**config.mk**
```make
export PLATFORM = sky130hd
export DESIGN_NAME = m_serial_rx
export DESIGN_NICKNAME = d
export VERILOG_FILES = /design/src/rtl/m_serial_rx.sv
export SDC_FILE = /design/constraint.sdc
export NUM_CORES = 1
export LEC_CHECK = 0
export ABC_AREA = 1
export BUFFER_PORTS_ARGS = -buffer_cell sky130_fd_sc_hd__buf_4
export CAP_MARGIN = 20
export CORE_MARGIN = 2
export CORE_UTILIZATION = 55
export DETAILED_ROUTE_END_ITERATION = 12
export GPL_TIMING_DRIVEN = 0
export HOLD_SLACK_MARGIN = 0.05
export MAX_ROUTING_LAYER = met4
export PLACE_DENSITY = 0.8
export SYNTH_ARGS = -nofsm -noshare
export SYNTH_HDL_FRONTEND = slang
export SYNTH_SLANG_ARGS = --single-unit
```
**constraint.sdc**
```tcl
create_clock -name w_clk -period 2.8 [get_ports w_clk]
set_clock_uncertainty 0.05 [all_clocks]
set_input_delay 0 -clock w_clk [delete_from_list [all_inputs] [get_ports w_clk]]
set_output_delay 0 -clock w_clk [all_outputs]
set_load 0.05 [all_outputs]
```
**src/rtl/m_serial_rx.sv**
```systemverilog
`default_nettype none
// ============================================================================
// Module   : m_serial_rx
// Purpose  : Receive end of the LSB-first bit-serial datapath. Deserializes
//            two serial operand streams into parallel words and forms their
//            sum bit by bit while the word arrives. Each finished word is
//            offered through a single-entry valid/ready output register.
//            Framing errors (early start-of-word) and overruns (word finished
//            while the output register is still occupied) raise sticky flags.
// Revision : 1.0 - initial release
// ----------------------------------------------------------------------------
// Ports:
//   w_clk    in   clock, rising edge
//   w_rst_n  in   asynchronous active-low reset
//   w_sval   in   serial bit valid (qualifies w_ssof/w_sa/w_sb)
//   w_ssof   in   start of word, accompanies bit 0
//   w_sa     in   operand A serial bit, LSB first
//   w_sb     in   operand B serial bit, LSB first
//   w_rdy    in   downstream ready
//   w_clr    in   synchronous clear of sticky flags
//   r_vld    out  output word valid
//   r_a      out  deserialized operand A
//   r_b      out  deserialized operand B
//   r_sum    out  (A+B) mod 2^WIDTH
//   r_cout   out  carry out of bit WIDTH-1
//   r_ferr   out  sticky framing error
//   r_ovr    out  sticky overrun
// ============================================================================
module m_serial_rx #(
  parameter int WIDTH = 32
) (
  input  logic             w_clk,
  input  logic             w_rst_n,
  input  logic             w_sval,
  input  logic             w_ssof,
  input  logic             w_sa,
  input  logic             w_sb,
  input  logic             w_rdy,
  input  logic             w_clr,
  output logic             r_vld,
  output logic [WIDTH-1:0] r_a,
  output logic [WIDTH-1:0] r_b,
  output logic [WIDTH-1:0] r_sum,
  output logic             r_cout,
  output logic             r_ferr,
  output logic             r_ovr
);

  localparam int CNT_W = $clog2(WIDTH) + 1;

  typedef enum logic [0:0] {
    ST_IDLE  = 1'b0,
    ST_SHIFT = 1'b1
  } state_t;

  state_t             state_q, state_d;
  logic [WIDTH-1:0]   sa_q, sa_d;
  logic [WIDTH-1:0]   sb_q, sb_d;
  logic [WIDTH-1:0]   ss_q, ss_d;
  logic               c_q, c_d;
  logic [CNT_W-1:0]   cnt_q, cnt_d;

  logic               vld_q, vld_d;
  logic [WIDTH-1:0]   a_q, a_d;
  logic [WIDTH-1:0]   b_q, b_d;
  logic [WIDTH-1:0]   sum_q, sum_d;
  logic               cout_q, cout_d;
  logic               ferr_q, ferr_d;
  logic               ovr_q, ovr_d;

  logic               take_bit;
  logic               first_bit;
  logic               word_done;
  logic               ferr_set;
  logic               ovr_set;
  logic               slot_free;
  logic               cin;
  logic               bit_s;
  logic               bit_c;

  always_comb begin
    state_d   = state_q;
    cnt_d     = cnt_q;
    sa_d      = sa_q;
    sb_d      = sb_q;
    ss_d      = ss_q;
    c_d       = c_q;
    take_bit  = 1'b0;
    first_bit = 1'b0;
    word_done = 1'b0;
    ferr_set  = 1'b0;

    unique case (state_q)
      ST_IDLE: begin
        // Bits without a start-of-word are ignored while idle.
        if (w_sval && w_ssof) begin
          take_bit  = 1'b1;
          first_bit = 1'b1;
          cnt_d     = CNT_W'(1);
          state_d   = ST_SHIFT;
        end
      end
      ST_SHIFT: begin
        if (w_sval) begin
          take_bit = 1'b1;
          if (w_ssof) begin
            // Early start: the partial word is abandoned and this bit
            // restarts reception. This also covers w_ssof on the final bit.
            first_bit = 1'b1;
            ferr_set  = 1'b1;
            cnt_d     = CNT_W'(1);
          end else if (cnt_q == CNT_W'(WIDTH - 1)) begin
            word_done = 1'b1;
            cnt_d     = '0;
            state_d   = ST_IDLE;
          end else begin
            cnt_d = cnt_q + CNT_W'(1);
          end
        end
      end
      default: begin
        state_d = ST_IDLE;
        cnt_d   = '0;
      end
    endcase

    // Serial full adder; carry chain restarts on bit 0 of every word.
    cin   = first_bit ? 1'b0 : c_q;
    bit_s = w_sa ^ w_sb ^ cin;
    bit_c = (w_sa & w_sb) | (w_sa & cin) | (w_sb & cin);

    // New bits enter at the MSB so bit 0 lands at the LSB after WIDTH shifts.
    if (take_bit) begin
      sa_d = {w_sa,  sa_q[WIDTH-1:1]};
      sb_d = {w_sb,  sb_q[WIDTH-1:1]};
      ss_d = {bit_s, ss_q[WIDTH-1:1]};
      c_d  = bit_c;
    end
  end

  always_comb begin
    // The single output slot is free if empty or draining on this edge.
    slot_free = !vld_q || w_rdy;
    ovr_set   = word_done && !slot_free;

    vld_d  = vld_q && !w_rdy;
    a_d    = a_q;
    b_d    = b_q;
    sum_d  = sum_q;
    cout_d = cout_q;

    if (word_done && slot_free) begin
      vld_d  = 1'b1;
      a_d    = sa_d;
      b_d    = sb_d;
      sum_d  = ss_d;
      cout_d = c_d;
    end

    // Set takes priority over a coincident clear.
    ferr_d = (ferr_q && !w_clr) || ferr_set;
    ovr_d  = (ovr_q  && !w_clr) || ovr_set;
  end

  always_ff @(posedge w_clk or negedge w_rst_n) begin
    if (!w_rst_n) begin
      state_q <= ST_IDLE;
      cnt_q   <= '0;
      sa_q    <= '0;
      sb_q    <= '0;
      ss_q    <= '0;
      c_q     <= 1'b0;
      vld_q   <= 1'b0;
      a_q     <= '0;
      b_q     <= '0;
      sum_q   <= '0;
      cout_q  <= 1'b0;
      ferr_q  <= 1'b0;
      ovr_q   <= 1'b0;
    end else begin
      state_q <= state_d;
      cnt_q   <= cnt_d;
      sa_q    <= sa_d;
      sb_q    <= sb_d;
      ss_q    <= ss_d;
      c_q     <= c_d;
      vld_q   <= vld_d;
      a_q     <= a_d;
      b_q     <= b_d;
      sum_q   <= sum_d;
      cout_q  <= cout_d;
      ferr_q  <= ferr_d;
      ovr_q   <= ovr_d;
    end
  end

  assign r_vld  = vld_q;
  assign r_a    = a_q;
  assign r_b    = b_q;
  assign r_sum  = sum_q;
  assign r_cout = cout_q;
  assign r_ferr = ferr_q;
  assign r_ovr  = ovr_q;

endmodule
`default_nettype wire

```
==> results by group, run 1 <==
Outcome
  • Status: finished, final reports clean

Timing
  • Final setup vio count: 0
  • Unrepaired setup endpoints after global routing: false
  • Final worst path period share: 0.830
  • Hold Slack: between 0.07 and 0.08 ns
  • Max frequency: 0.430 GHz
  • Fin. Hold Viols: 0
  • Final slew viol count: 0
  • Clock period minus worst slack: 2.32 ns
  • Setup TNS: 0 ns
  • Max-Slew Margin vs Limit: 0.490
  • Measured slew at the worst slew-check pin: roughly 0.77 ns

Worst setup path
  • Worst Setup Start Kind: register
  • RR Endpoint: r_a[3]
  • Crit-path max cell delay: approximately 0.56 ns
  • Crit path max fanout: 10
  • Kind of critical path: reg -> reg
  • Worst reg2reg startpoint: r_vld
  • CP cell instances: nand2_1 > nand3_1 > buf_2 > buf_2 > nand2_1 > nand2_1
  • Top delay family on crit path: simple AND/OR/NAND/NOR gates
  • Crit path capture type: register
  • Slowest CP cell: nand3_1
  • Cell mode on critical path: nand2_1
  • Critical Path AT: approximately 2.6 ns
  • R2R setup slack: about 0.48 ns
  • R2R depth: 6
  • Critical Path RT: ~3.1 ns
  • Critical path buffer and inverter count: 2

Synthesis
  • Most common cell in the netlist: nand2_1
  • Synthesized area: slightly above 8000 sq um
  • Top cell type's share of synthesized area: 0.630
  • Yosys warnings: 0
  • Post-synth ARST share: 1.00
  • Most frequent cells after synthesis: 408 x nand2_1, 204 x dfrtp_1, 200 x nand3_1
  • Post-Syn Nets: 916
  • Part of the Yosys area used for sequential elements: 0.630
  • Top cells by area, synth: dfrtp_1 63%, nand2_1 19%, nand3_1 12%, clkbuf_1 1.5%, buf_2 0.86%
  • Avg Cell Area, Syn: 8.94 sq um
  • Post-synthesis cell count: around 910
  • Largest area contributor in the netlist: dfrtp_1
  • Seq cells post-synth: just over 200
  • EDFF count, synth: 0
  • Synth cell types: 21
  • Top FF cell, synth: dfrtp_1

Pwr
  • P_sw: between 1.5 and 2 mW
  • Final total power: 7.10 mW
  • Clk pwr share: 0.424
  • Worst IR Drop VDD: 0.372 mV
  • Net Sw Frac: 0.247
  • Leakage power: ~5.7 nW
  • Share of power burned in registers: 0.487
  • Logic gate share of total power: 0.089
  • Pint: about 5.3 mW
  • PwrDens: about 710 nW/um^2

Clock tree
  • CTS tree: yes
  • Max clock buf depth: 3
  • Post-CTS Setup Inserts: 0
  • Worst-path clk slew: ~0.06 ns
  • CTS H-tree lvls: 1
  • Sink Count: about 200
  • Clk root buf: clkbuf_16
  • Worst skew pair latency: between 0.4 and 0.5 ns
  • TritonCTS buffer count: 21

Detailed routing
  • DRT Pass-1 Iters: 7
  • Vias: ~6,500
  • Drt wl/cell: 14.0 microns
  • Via density: 5.20
  • Drt drc: 0
  • 1st-iter DRT viols: around 550
  • Final wirelength: approximately 17,000 microns
  • Routed Antenna Nets: 0

Layout
  • Final core utilization: 0.690
  • Nets: around 1,100
  • Multi-input logic area: between 2000 and 3000 sq um
  • Register area: 5100 sq um
  • Syn-to-layout area delta: 23.4%
  • Filler instances: ~1,100
  • Ratio of cells with drive above 1 in the final layout: 0.163
  • Antenna Cells: 0

Die
  • Core Area: between 10,000 and 15,000 sq um
  • Row count: between 40 and 50
  • Effective utilization at floorplan: 0.560
  • Chip width: ~130 microns
  • Die height: approximately 130 microns
  • Area of the die: around 16,000 sq um
  • I/O pin total: ~110

Hold path
  • Min-Delay Path Class: in -> async

GRT
  • Largest net degree at the start of global routing: approximately 100
  • Vias in the first global route: roughly 6,200
  • GR Overflow Total: 0
  • First-pass GRT wire length: roughly 30,000 microns
  • Total track usage: 0.232
  • Initial antenna violation count: 0

Flow run
  • Max-cap violations: 0

Place
  • GP Congestion: 0.808
  • Port bufs: 107
  • Final HPWL DP: roughly 12,000 microns
area by class of cell:
class / instances / area share
flip-flops and latches: 204 / 0.511
multi-input cells: 629 / 0.269
repair buffers: 115 / 0.0909
clock buffers: 22 / 0.0539
plain buffers: 60 / 0.0262
well taps: 184 / 0.0230
clock inverters: 15 / 0.0217
inverters: 13 / 0.00488
per-stage QoR:
stage               instance area [sq um]  std cells  setup WS (ns)
floorplan                            8100        906           1.09
global placement                     9140       1197          0.343
detailed placement                   9170       1198          0.523
CTS                                 10000       1242          0.484
global route                        10000       1242          0.397
finish                              10000       1242          0.477
worst max-delay path by stage:
stage               endpoint    start  cells past startpoint  slack [ns]
floorplan            r_a[10]    r_vld                      6        1.09
global placement     r_b[18]  w_rst_n                      1        0.34
detailed placement    r_a[3]    r_vld                      6        0.52
CTS                   r_a[3]    r_vld                      6        0.48
global route          r_a[8]    r_vld                      6        0.40
finish                r_a[3]    r_vld                      6        0.48
registers in the layout, indices dropped and copies added, names as in the netlist:
signal,flops
sa_q,32
r_ovr,1
r_b,32
r_sum,32
r_ferr,1
cnt_q,6
state_q,1
r_cout,1
r_vld,1
ss_q,32
sb_q,32
c_q,1
r_a,32
worst register-to-register path: stages (launching register included):
cell and delay (ns):
dfrtp_1 0.38, nand2_1 0.50, nand3_1 0.56, buf_2 0.37
buf_2 0.22, nand2_1 0.07, nand2_1 0.06
power groups by stage:
stage	Combinational, mW	Sequential (mW)	Clock (mW)
floorplan	0.426	3.47	0
global placement	0.595	3.49	0
detailed placement	0.624	3.50	0
CTS	0.637	3.45	3.06
global route	0.731	3.49	3.18
finish	0.633	3.45	3.01
what timing repair did:
| action | in CTS | in global routing |
|---|---|---|
| hold endpoints to repair | 118 | 0 |
| hold buffers | 7 | 0 |
| resized for setup | 0 | 0 |
cell families after synthesis:
group                      after synthesis  synth area share
AOI/OAI and AO/OA                        8           0.00587
xor gates and xnor gates                 1           0.00108
adders and majority gates                2           0.00402
buffers and inverters                   73            0.0383
DFF                                    204             0.630
and+or+nand+nor                        618             0.321
placed cells by master (no fill, tap or decap), types with 2 or more instances in the layout:
master	n
nand3_1	200
nand2_1	408
clkinv_2	4
nor2_1	3
nand2_2	3
nor2_4	2
bufinv_16	5
dlygate4sd3_1	7
clkbuf_1	33
clkbuf_16	21
buf_1	8
dfrtp_1	204
buf_2	14
clkinvlp_4	5
inv_2	2
inv_1	11
o21ai_0	5
buf_4	111
metal layers:
metal | global-route usage | routed length (microns) | vias to the layer above
li1 | - | - | 3205
met1 | 0.335 | 8130 | 3081
met2 | 0.354 | 8140 | 153
met3 | 0.0351 | 815 | 24
met4 | 0.0562 | 303 | 0
met5 | - | 0 | -
No activity file was read; power rests on OpenSTA's default activity.
==> run 2, diff against run 1 <==
==> config.mk (replaced) <==
export PLATFORM = sky130hd
export DESIGN_NAME = m_serial_rx
export DESIGN_NICKNAME = d
export VERILOG_FILES = /design/src/rtl/m_serial_rx.sv
export SDC_FILE = /design/constraint.sdc
export NUM_CORES = 1
export LEC_CHECK = 0
export ABC_AREA = 0
export BUFFER_PORTS_ARGS = -buffer_cell sky130_fd_sc_hd__buf_4
export CAP_MARGIN = 20
export CORE_MARGIN = 2
export CORE_UTILIZATION = 51
export DETAILED_ROUTE_END_ITERATION = 12
export GPL_TIMING_DRIVEN = 0
export HOLD_SLACK_MARGIN = 0.05
export MAX_ROUTING_LAYER = met4
export PLACE_DENSITY = 0.78
export SYNTH_ARGS = -nofsm -noshare
export SYNTH_HDL_FRONTEND = slang
export SYNTH_SLANG_ARGS = --single-unit
==> constraint.sdc (replaced) <==
create_clock -name w_clk -period 1.9 [get_ports w_clk]
set_clock_uncertainty 0.05 [all_clocks]
set_input_delay 0 -clock w_clk [delete_from_list [all_inputs] [get_ports w_clk]]
set_output_delay 0 -clock w_clk [all_outputs]
set_load 0.05 [all_outputs]
==> results by group, run 2 <==
Clock tree
  • Sink Count: 204
  • CTS tree: yes
  • Worst-path clk slew: approximately 0.06 ns
  • Clk root buf: clkbuf_16
  • TritonCTS buffer count: 21
  • CTS H-tree lvls: 1
  • Worst skew pair latency: ~0.48 ns
  • Max clock buf depth: 3

Synthesis
  • Yosys warnings: 0
  • EDFF count, synth: 0
  • Post-synthesis cell count: about 470
  • Most common cell in the netlist: dfrtp_1
  • Part of the Yosys area used for sequential elements: 0.657
  • Seq cells post-synth: between 200 and 250
  • Post-Syn Nets: roughly 480
  • Avg Cell Area, Syn: ~16 sq um
  • Top cell type's share of synthesized area: 0.657
  • Top FF cell, synth: dfrtp_1
  • Top cells by area, synth: dfrtp_1 66%, mux2_2 28%, buf_2 0.90%, buf_6 0.72%, inv_1 0.48%
  • Post-synth ARST share: 1.00
  • Largest area contributor in the netlist: dfrtp_1
  • Synth cell types: 34
  • Synthesized area: 7770 sq um
  • Most frequent cells after synthesis: 204 x dfrtp_1, 192 x mux2_2, 14 x buf_2

Worst setup path
  • Crit-path max cell delay: about 0.40 ns
  • Slowest CP cell: dfrtp_1
  • Top delay family on crit path: buffers and inverters
  • R2R setup slack: -0.03 ns
  • RR Endpoint: r_a[30]
  • Worst Setup Start Kind: register
  • Critical Path AT: roughly 2.2 ns
  • Crit path max fanout: 8
  • Crit path capture type: register
  • Kind of critical path: reg -> reg
  • CP cell instances: ha_4 > nand4b_1 > nor3b_4 > buf_6 > buf_12 > clkbuf_16 > mux2_4
  • Worst reg2reg startpoint: cnt_q[1]
  • R2R depth: 7
  • Critical Path RT: ~2.2 ns
  • Critical path buffer and inverter count: 3

Place
  • Final HPWL DP: a little over 9000 microns
  • Setup WS pre-CTS: -0.583 ns
  • GP Congestion: 0.827
  • Placed inst area: 8870 sq um
  • Port bufs: approximately 110
  • Dpl cells: around 770

Layout
  • Commonest non-fill, non-tap cell in the layout: dfrtp_1
  • Multi-input logic area: about 2600 sq um
  • Syn-to-layout area delta: 29.1%
  • Non-filler cells, final: ~830
  • Most frequent cells in the layout: 203 x dfrtp_1, 158 x mux2_2, 115 x buf_4, 34 x mux2_4, 23 x clkbuf_16
  • Ratio of cells with drive above 1 in the final layout: 0.586
  • Filler instances: 1,018
  • Register area: approximately 5100 sq um
  • Final instance area: 10,000 sq um
  • Nets: approximately 630
  • Antenna Cells: 0

Detailed routing
  • Drt drc: 0
  • 1st-iter DRT viols: 140
  • Final wirelength: 14,200 microns
  • Routed Antenna Nets: 0
  • Drt wl/cell: 17.2 microns
  • DRT Pass-1 Iters: 4
  • Vias: 4,268
  • Via density: 5.17

Timing
  • Final setup vio count: 16
  • Clock period minus worst slack: just under 2 ns
  • Final slew viol count: 0
  • Fin. Hold Viols: 0
  • Unrepaired setup endpoints after global routing: true
  • Measured slew at the worst slew-check pin: 0.761 ns
  • Max frequency: 0.518 GHz
  • Setup TNS: -0.218 ns
  • Hold Slack: 0.0853 ns
  • Final worst path period share: 1.02
  • Setup WS post-layout: -0.0287 ns
  • Max-Slew Margin vs Limit: 0.492

Die
  • Effective utilization at floorplan: 0.517
  • Die height: between 100 and 150 microns
  • Core Area: around 15,000 sq um
  • I/O pin total: around 110
  • Area of the die: approximately 16,000 sq um
  • Row count: 45
  • Chip width: about 130 microns

Pwr
  • PwrDens: 1120 nW/um^2
  • Leakage power: roughly 5.0 nW
  • Worst IR Drop VDD: just under 0.8 mV

GRT
  • Vias in the first global route: roughly 4,600
  • GR Overflow Total: 0
  • Initial antenna violation count: 0
  • First-pass GRT wire length: about 23,000 microns
  • Total track usage: 0.179
  • Largest net degree at the start of global routing: approximately 100

Flow run
  • Max-cap violations: 0

Outcome
  • Violations in the final reports: negative setup slack
  • Status: complete, but fails checks

Hold path
  • Min-Delay Path Class: in -> async
## run 2: cell count changes after synthesis, sizes merged, moves of 2 or more
cell / delta
a21oi: +2
buf: -6
clkbuf: -31
inv: -3
mux2: +192
mux2i: +2
nand2: -404
nand3: -196
nand4b: +2
nor2: -5
nor3: +2
## run 2: where the power goes
group          internal (mW)  total [mW]  leakage (nW)  switching, mW
Sequential              5.22        5.67          2.68          0.452
Combinational          0.828        1.50          1.97          0.673
Clock                   2.50        4.08         0.338           1.59
Total                   8.55        11.3          4.99           2.71
## run 2: timing repair
item,CTS,global route
gates cloned,1,2
hold endpoints to repair,117,0
buffers inserted,11,0
setup endpoints to repair,114,97
hold buffers,8,0
gates resized for setup,20,44
pin swaps,3,2
## run 2: worst max path at each step
stage | startpoint | to | slack, ns | depth (start not counted)
3_5_place_dp | cnt_q[0] | r_a[18] | -0.58 | 6
4_1_cts | cnt_q[0] | r_a[23] | -0.02 | 7
6_report | cnt_q[1] | r_a[30] | -0.03 | 7
3_3_place_gp | cnt_q[0] | r_a[20] | -0.50 | 6
5_1_grt | cnt_q[1] | r_a[25] | -0.1 | 7
2_1_floorplan | cnt_q[0] | r_a[11] | -0.01 | 6
## run 2: per-stage QoR
| stage | util | power, mW |
|---|---|---|
| detailed placement | 0.590 | 7.18 |
| floorplan | - | 6.67 |
| global route | 0.667 | 11.8 |
| finish | 0.667 | 11.3 |
| CTS | 0.654 | 11.3 |
| global placement | 0.587 | 7.01 |
## run 2: kinds of logic after synthesis
kind of cell / Yosys count / synth area share
flip-flops: 204 / 0.657
multiplexers: 194 / 0.281
buffers and inverters: 33 / 0.0240
AND/OR/NAND/NOR: 25 / 0.0216
AO/OA/AOI/OAI: 15 / 0.0130
adder cells (fa/ha/maj): 2 / 0.00418
## run 2: layout make-up
class	count	share of cell area
flip-flops and latches	204	0.509
multi-input cells	236	0.263
repair buffers	129	0.110
clock buffers	32	0.0615
well taps	188	0.0234
plain buffers	22	0.0226
clock inverters	4	0.00698
inverters	10	0.00374
## run 2: per-layer routing
layer / vias up / global-route usage / share of wire
met5: - / - / 0
met4: 0 / 0.0511 / 0.025
met3: 27 / 0.0352 / 0.036
met2: 87 / 0.290 / 0.50
met1: 2192 / 0.234 / 0.44
li1: 1962 / - / -
